`src/rtl/div_seq.sv`:
```
// Sequential restoring divider: WIDTH clocks from accepted start to a one-cycle done pulse.
// start is ignored while busy; divide-by-zero completes in one clock with all-ones quotient.
module div_seq #(
   parameter int WIDTH = 32
) (
   input  logic             clock,
   input  logic             reset_n,
   input  logic             start,
   input  logic [WIDTH-1:0] dividend,
   input  logic [WIDTH-1:0] divisor,
   output logic             busy,
   output logic             done,
   output logic [WIDTH-1:0] quotient,
   output logic [WIDTH-1:0] remainder,
   output logic             div_zero
);

   localparam int CW = (WIDTH > 2) ? $clog2(WIDTH) : 1;

   typedef enum logic [1:0] {
      IDLE = 2'd0,
      RUN  = 2'd1,
      DONE = 2'd2
   } state_t;

   state_t           state, state_nxt;
   logic [WIDTH-1:0] q_reg, q_nxt;
   logic [WIDTH-1:0] b_reg, b_nxt;
   logic [WIDTH-1:0] r_reg, r_nxt;
   logic [CW-1:0]    count, count_nxt;
   logic [WIDTH-1:0] quot_nxt, rem_nxt;
   logic             dz_nxt;
   logic             busy_nxt, done_nxt;

   logic [WIDTH:0]   n_val;
   logic [WIDTH:0]   s_val;
   logic             s_neg;
   logic [WIDTH-1:0] step_q;
   logic [WIDTH-1:0] step_r;
   logic             last_step;

   // Partial remainder is compared at WIDTH+1 bits so an MSB-set divisor never loses a bit.
   assign n_val     = {r_reg, q_reg[WIDTH-1]};
   assign s_val     = n_val - {1'b0, b_reg};
   assign s_neg     = s_val[WIDTH];
   assign step_q    = {q_reg[WIDTH-2:0], ~s_neg};
   assign step_r    = s_neg ? n_val[WIDTH-1:0] : s_val[WIDTH-1:0];
   assign last_step = (count == CW'(WIDTH - 1));

   always_comb begin
      state_nxt = state;
      q_nxt     = q_reg;
      b_nxt     = b_reg;
      r_nxt     = r_reg;
      count_nxt = count;
      quot_nxt  = quotient;
      rem_nxt   = remainder;
      dz_nxt    = div_zero;

      case (state)
         IDLE, DONE: begin
            state_nxt = IDLE;
            if (start) begin
               if (divisor == '0) begin
                  state_nxt = DONE;
                  quot_nxt  = '1;
                  rem_nxt   = dividend;
                  dz_nxt    = 1'b1;
               end else begin
                  state_nxt = RUN;
                  q_nxt     = dividend;
                  b_nxt     = divisor;
                  r_nxt     = '0;
                  count_nxt = '0;
                  dz_nxt    = 1'b0;
               end
            end
         end
         RUN: begin
            q_nxt     = step_q;
            r_nxt     = step_r;
            count_nxt = count + CW'(1);
            if (last_step) begin
               state_nxt = DONE;
               quot_nxt  = step_q;
               rem_nxt   = step_r;
            end
         end
         default: state_nxt = IDLE;
      endcase

      busy_nxt = (state_nxt == RUN);
      done_nxt = (state_nxt == DONE);
   end

   always_ff @(posedge clock or negedge reset_n) begin
      if (!reset_n) begin
         state     <= IDLE;
         q_reg     <= '0;
         b_reg     <= '0;
         r_reg     <= '0;
         count     <= '0;
         quotient  <= '0;
         remainder <= '0;
         div_zero  <= 1'b0;
         busy      <= 1'b0;
         done      <= 1'b0;
      end else begin
         state     <= state_nxt;
         q_reg     <= q_nxt;
         b_reg     <= b_nxt;
         r_reg     <= r_nxt;
         count     <= count_nxt;
         quotient  <= quot_nxt;
         remainder <= rem_nxt;
         div_zero  <= dz_nxt;
         busy      <= busy_nxt;
         done      <= done_nxt;
      end
   end

endmodule

```
`config.mk`:
```
export PLATFORM = sky130hd
export DESIGN_NAME = div_seq
export DESIGN_NICKNAME = d
export VERILOG_FILES = /design/src/rtl/div_seq.sv
export SDC_FILE = /design/constraint.sdc
export NUM_CORES = 1
export LEC_CHECK = 0
export BUFFER_PORTS_ARGS = -buffer_cell sky130_fd_sc_hd__buf_2
export CORE_ASPECT_RATIO = 1.75
export CORE_MARGIN = 1.5
export CORE_UTILIZATION = 42
export DETAILED_ROUTE_END_ITERATION = 8
export SLEW_MARGIN = 20
export SYNTH_ARGS = -nofsm -noshare
export SYNTH_HDL_FRONTEND = slang
export SYNTH_SLANG_ARGS = --single-unit
```
`constraint.sdc`:
```
create_clock -name clock -period 2.94 [get_ports clock]
set_input_delay 0.294 -clock clock [delete_from_list [all_inputs] [get_ports clock]]
set_output_delay 0.294 -clock clock [all_outputs]
set_load 0.02 [all_outputs]
```
==> Word level (Yosys, flattened, before mapping) <==
Cells that the tools add are included.
W data, S select, Z words.
{ "totals": {"ff_bits": 170, "latchBits": 0, "ramBits": 0, "rom_bits": 0, "input_bits": 67, "out_inout_bits": 67, "n_memories": 0} }
{ "classes": {"n_addsub": 2, "mul": 0, "div": 0, "order_cmp": 0, "eq_ne": 9, "shift": 0, "muxes": 23, "bitwise_logic": 2, "n_reduce_logical": 8} }
{ "op_table": {"columns": ["op", "n"], "rows": [
  ["$mux W32", 11],
  ["$pmux W32 S2", 4],
  ["$sub A33 B32 Y33", 1],
  ["$logic_not A32 Y1", 1],
  ["$mux W5", 2],
  ["$pmux W5 S2", 1],
  ["$ne A2 B2 Y1 const B", 4],
  ["$mux W2", 3],
  ["$reduce_and A3 Y1", 2],
  ["$add A5 B1 Y5 const B", 1],
  ["$eq A5 B5 Y1 const B", 1],
  ["$eq A2 B1 Y1 const B", 2],
  ["$eq A2 B2 Y1 const B", 2],
  ["$pmux W2 S2", 1],
  ["$reduce_and A4 Y1", 1],
  ["$logic_not A2 Y1", 1],
  ["$not A1 Y1", 2],
  ["$reduce_and A2 Y1", 1],
  ["$reduce_bool A2 Y1", 1],
  ["$reduce_or A2 Y1", 1],
  ["$mux W1", 1]
]} }

==> Logic depth before layout (Yosys ltp) <==
{ "logic_depth": {"ltp_word": 5, "depth_mapped": 13, "mapped_depth_nobuf": 12} }

==> Least setup slack after synthesis <==
Ideal clock, no wire load.
{ "synth_timing": {"path_kind": "flip-flop to flip-flop", "from": "reg q_reg[31]", "to": "reg r_reg[0]", "setup_time_ps": 77, "t_arrival_ps": 2661, "slack_ps": 203, "path_stages_with_launch": 14, "n_path_buf": 1, "cell_sequence": "dfrtp_1 -> inv_1 -> ha_1 -> fa_1 -> nand2b_1 -> a21oi_1 -> o21ai_0 -> o21ai_1 -> a21oi_1 -> a21oi_2 -> nor2_2 -> buf_6 -> mux2_4 -> o21ai_1"} }
{ "synth_via": {"elab_chain_len": 3} }
{ "synth_lines": {"columns": ["item", "line_no", "rtl"], "rows": [
  ["start, declared", "27", "logic [WIDTH-1:0] q_reg, q_nxt;"],
  ["start signal, assigned", "110", "q_reg <= q_nxt;"],
  ["$sub A33 B32 Y33", "44", "assign s_val = n_val - {1'b0, b_reg};"],
  ["$mux W32 *", "47", "assign step_r = s_neg ? n_val[WIDTH-1:0] : s_val[WIDTH-1:0];"],
  ["$pmux W32 S2 *", "60", "case (state)"],
  ["end signal, assigned", "112", "r_reg <= r_nxt;"],
  ["end, declared", "29", "logic [WIDTH-1:0] r_reg, r_nxt;"]
]} }
Mark *: on every way between the ends. The rest lies on a longest branch, timed or not.
A chain may end at the register's enable or synchronous reset.

==> Worst setup path in the final report <==
{ "layout_timing": {"from": "reg r_reg[12]", "to": "reg r_reg[31]"} }
{ "layout_via": {"elab_chain_len": 3} }
{ "layout_lines": {"columns": ["item", "line_no"], "rows": [
  ["$sub A33 B32 Y33", "44"],
  ["$mux W32", "47"],
  ["$pmux W32 S2", "60"]
]} }
No other way between the ends.

==> impl_metrics.py <==
metrics = {
    "place": {
        "post-place-cells": 1479,
        "hpwlAfterDp_mm": 19.4,
        "io_buffer_count": 133,
        "gp_congestion": 0.917,
    },
    "critical_path": {
        "data_arrival_time_at_the_worst_slack_endpoint_ps": 3140,
        "crit_type": "reg2reg",
        "critPathCaptureType": "register",
        "chain_of_cells_forming_the_critical_path": "ha_1, buf_4, nand4_1, nor3_2, o211ai_1, buf_4, a311oi_2, buf_4, o21ai_0, mux2_2, nand2_1, mux2i_2, o21ai_0",
        "worst-path-stages": 13,
        "reg2reg_depth": 13,
        "cp_slowest_stage_delay_ps": 400,
        "timing.critical_path.slowest_stage_cell": "dfrtp_1",
        "cp.buffers_inverters": 3,
        "critical_path_required_ps": 3230,
        "worst_setup_path_start_kind": "register",
        "worstPathMaxFanout": 5,
        "most_repeated_library_cell_on_the_critical_path": "buf_4",
        "critPathTopFamily": "compound AO/OA/AOI/OAI gates",
    },
    "flow_run": {
        "max-cap-violations": 0,
    },
    "synthesis": {
        "synth_nets": 1155,
        "synth_unique_cells": 63,
        "post_synth_edffs": 0,
        "synth_top_family_by_area": "compound AO/OA/AOI/OAI gates",
        "post_synth_mux_area_share_pct": 2.05,
        "synth_ff_type": "dfrtp_1",
        "synthesized_area_fraction_occupied_by_adder_cells_pct": 4.91,
        "share_of_synthesized_area_occupied_by_flip_flops_and_latches_pct": 46.9,
        "syn-mean-instance-area_um2": 8.62,
        "netlist_instances": 1053,
        "total_of_warnings_raised_by_yosys": 0,
        "async_flop_share_pct": 100,
        "syn-cell-area_um2": 9080,
        "yosys_register_bits": 170,
        "synth-xor-area-share_pct": 2.61,
        "synth_compound_area_share_pct": 21.1,
        "post_synth_and_or_nand_nor_area_fraction_pct": 17.9,
    },
    "global_routing": {
        "grt_start_max_net_pins": 90,
        "antenna_found_initial": 0,
        "grt_usage_pct": 24.2,
        "first_global_vias": 8282,
        "grt_pass1_wl_mm": 42.3,
        "grt-ovfl-total": 0,
    },
    "timing": {
        "number_of_slew_limit_violations_in_the_final_report": 0,
        "fin_setup_tns_ps": 0,
        "fmaxAchievable_mhz": 351,
        "timing.clock.skew_ps": 7.52,
        "setup_violations": 0,
        "grt_setup_unrepaired": "true",
        "maxSlewHeadroom_pct": 37.7,
        "period_needed_ps": 2850,
        "final-hold-violation-count": 0,
        "final.period_utilization_pct": 96.9,
        "worst_slew_pin_slew_ps": 935,
    },
    "clock_tree": {
        "cts.htree.levels": 4,
        "clock-root-buffer": "clkbuf_16",
        "cts_made_buffers": 17,
        "clock_sink_count": 170,
        "cts.reportedPaths.clkPinSlew_ps": 70,
        "worst_skew_pair.late_latency_ps": 440,
        "max-clock-path-buffers": 2,
        "tritoncts": "done",
    },
    "floorplan": {
        "floorplan.die_area_um2": 22500,
        "ios": 134,
        "initial_core_util_pct": 42.6,
        "core_area_um2": 21300,
        "die_height_um": 197,
        "die_w_um": 114,
        "placement_rows": 71,
    },
    "status": {
        "status": "finished clean",
    },
    "finish": {
        "layout.nets": 1356,
        "post_layout_nonfiller_instances": 1522,
        "area.growth.synth_to_final_pct": 29.8,
        "final_layout_size_suffix_gt1_share_pct": 27.7,
        "diodes": 0,
    },
    "routing": {
        "post_drt_via_cell_ratio": 5.47,
        "detail_route.wirelength_mm": 26.7,
        "drcViolationCount": 0,
        "drt.antenna.violating_nets": 0,
        "routed-via-count": 8323,
        "route.detailed.wl_per_inst_um": 17.5,
        "drt-pass1-iter-count": 5,
        "drt_iter0_drc": 583,
    },
    "worst_hold_path": {
        "hold_path_class": "in2reg",
        "worstHoldPathCells": 3,
    },
}
-- worst paths after layout --
| kind | startpoint | end | slack (ps) |
|---|---|---|---|
| max | r_reg[12] | r_reg[31] | 90 |
| min | divisor[17] | b_reg[17] | 70 |
| max reg2reg | r_reg[12] | r_reg[31] | 90 |
| min reg2reg | remainder[4] | remainder[4] | 490 |
| max in group asynchronous | reset_n | r_reg[20] | 1650 |
| min in group asynchronous | reset_n | quotient[6] | 440 |
-- per-stage QoR --
stage	worst slack [ps]	utilization (%)	area [µm²]	hold slack, ps
floorplan	203	-	9080	-1.59
global placement	-97.7	50.0	10700	372
detailed placement	-156	50.0	10700	375
CTS	-16.7	54.0	11500	48.7
global route	-27.1	55.2	11800	69.1
finish	92.3	55.2	11800	67.0
-- worst register-to-register path, stage by stage, from the launching register on --
cell and delay [ps]:
dfrtp_1 400, ha_1 320, buf_4 150, nand4_1 150, nor3_2 220, o211ai_1 110
buf_4 170, a311oi_2 300, buf_4 160, o21ai_0 120, mux2_2 260, nand2_1 60
mux2i_2 180, o21ai_0 90
-- cell type report --
| class | count | area [µm²] |
|---|---|---|
| Inverter | 40 | 150 |
| Tap cell | 255 | 319 |
| Sequential cell | 170 | 4260 |
| Multi-Input combinational cell | 783 | 4790 |
| Clock inverter | 9 | 160 |
| Timing Repair Buffer | 242 | 1620 |
| Fill cell | 1981 | 9540 |
| Clock buffer | 23 | 488 |
-- routing by layer --
layer,share of wire [%],up-vias,GRT usage (%),wire length [µm]
met5,0,-,0,0
met4,3.4,0,9.86,916
met3,3.2,54,3.68,854
met2,52,183,43.0,13800
met1,42,4011,28.9,11200
li1,-,4075,-,-
-- repair_timing --
item | CTS | global route
cloned | 2 | 1
hold buffers | 1 | 0
hold endpoints to repair | 69 | 0
endpoints found under the setup margin | 60 | 66
pin swaps | 10 | 17
buffers inserted | 5 | 3
resized for setup | 25 | 51
-- cells by family (layout without fill, tap and decap cells) --
group,Yosys count,after routing
adders and majority gates,35,35
xor gates and xnor gates,27,27
muxes,18,18
AOI/OAI and AO/OA,324,324
and+or+nand+nor,378,379
buffers and inverters,101,314
DFF,170,170
-- layout by cell type, fill, tap and decap left out, drive strengths merged, types with 3 or more instances in the layout --
cell type  instances
buf              240
nand2            191
dfrtp            170
a21oi            103
o21ai            102
nor2             101
inv               41
a31oi             36
ha                34
a21o              28
clkbuf            24
nand3             22
xnor2             17
and3              16
mux2i             16
o22a              12
nand2b            11
xor2              10
nor4              10
nor3              10
a211oi             8
nand4              6
o211ai             5
o21a               5
o22ai              5
nor2b              4
bufinv             4
or2                3
a21boi             3
o31ai              3
-- synthesized netlist by cell type, types with 2 or more instances --
library cell | n | area, µm²
xnor2_1 | 17 | 149
o22ai_1 | 5 | 31.3
inv_1 | 39 | 146
nor2b_1 | 4 | 25.0
o21a_1 | 5 | 37.5
a221o_1 | 2 | 20.0
nand2_1 | 190 | 713
nor2_1 | 100 | 375
o31ai_1 | 2 | 15.0
clkbuf_1 | 42 | 158
nand2b_1 | 11 | 68.8
nand3_1 | 22 | 110
buf_1 | 5 | 18.8
a21oi_1 | 102 | 510
nor3_1 | 8 | 40.0
a31oi_1 | 36 | 225
a22oi_1 | 2 | 15.0
nand4_1 | 6 | 37.5
o22a_1 | 12 | 105
nor4_1 | 9 | 56.3
o21ai_0 | 97 | 485
a21boi_0 | 3 | 22.5
ha_1 | 34 | 425
a21o_1 | 28 | 210
buf_6 | 2 | 22.5
mux2i_1 | 16 | 160
dfrtp_1 | 170 | 4250
and3_1 | 16 | 100
o21ai_1 | 4 | 20.0
a211oi_1 | 7 | 52.6
buf_2 | 9 | 45.0
xor2_1 | 10 | 87.6
o211ai_1 | 5 | 37.5
or2_2 | 3 | 18.8
clkbuf_2 | 2 | 10.0
Power is not shown: default switching activity piles up to over one toggle a cycle in this logic, so the estimate is an artifact.
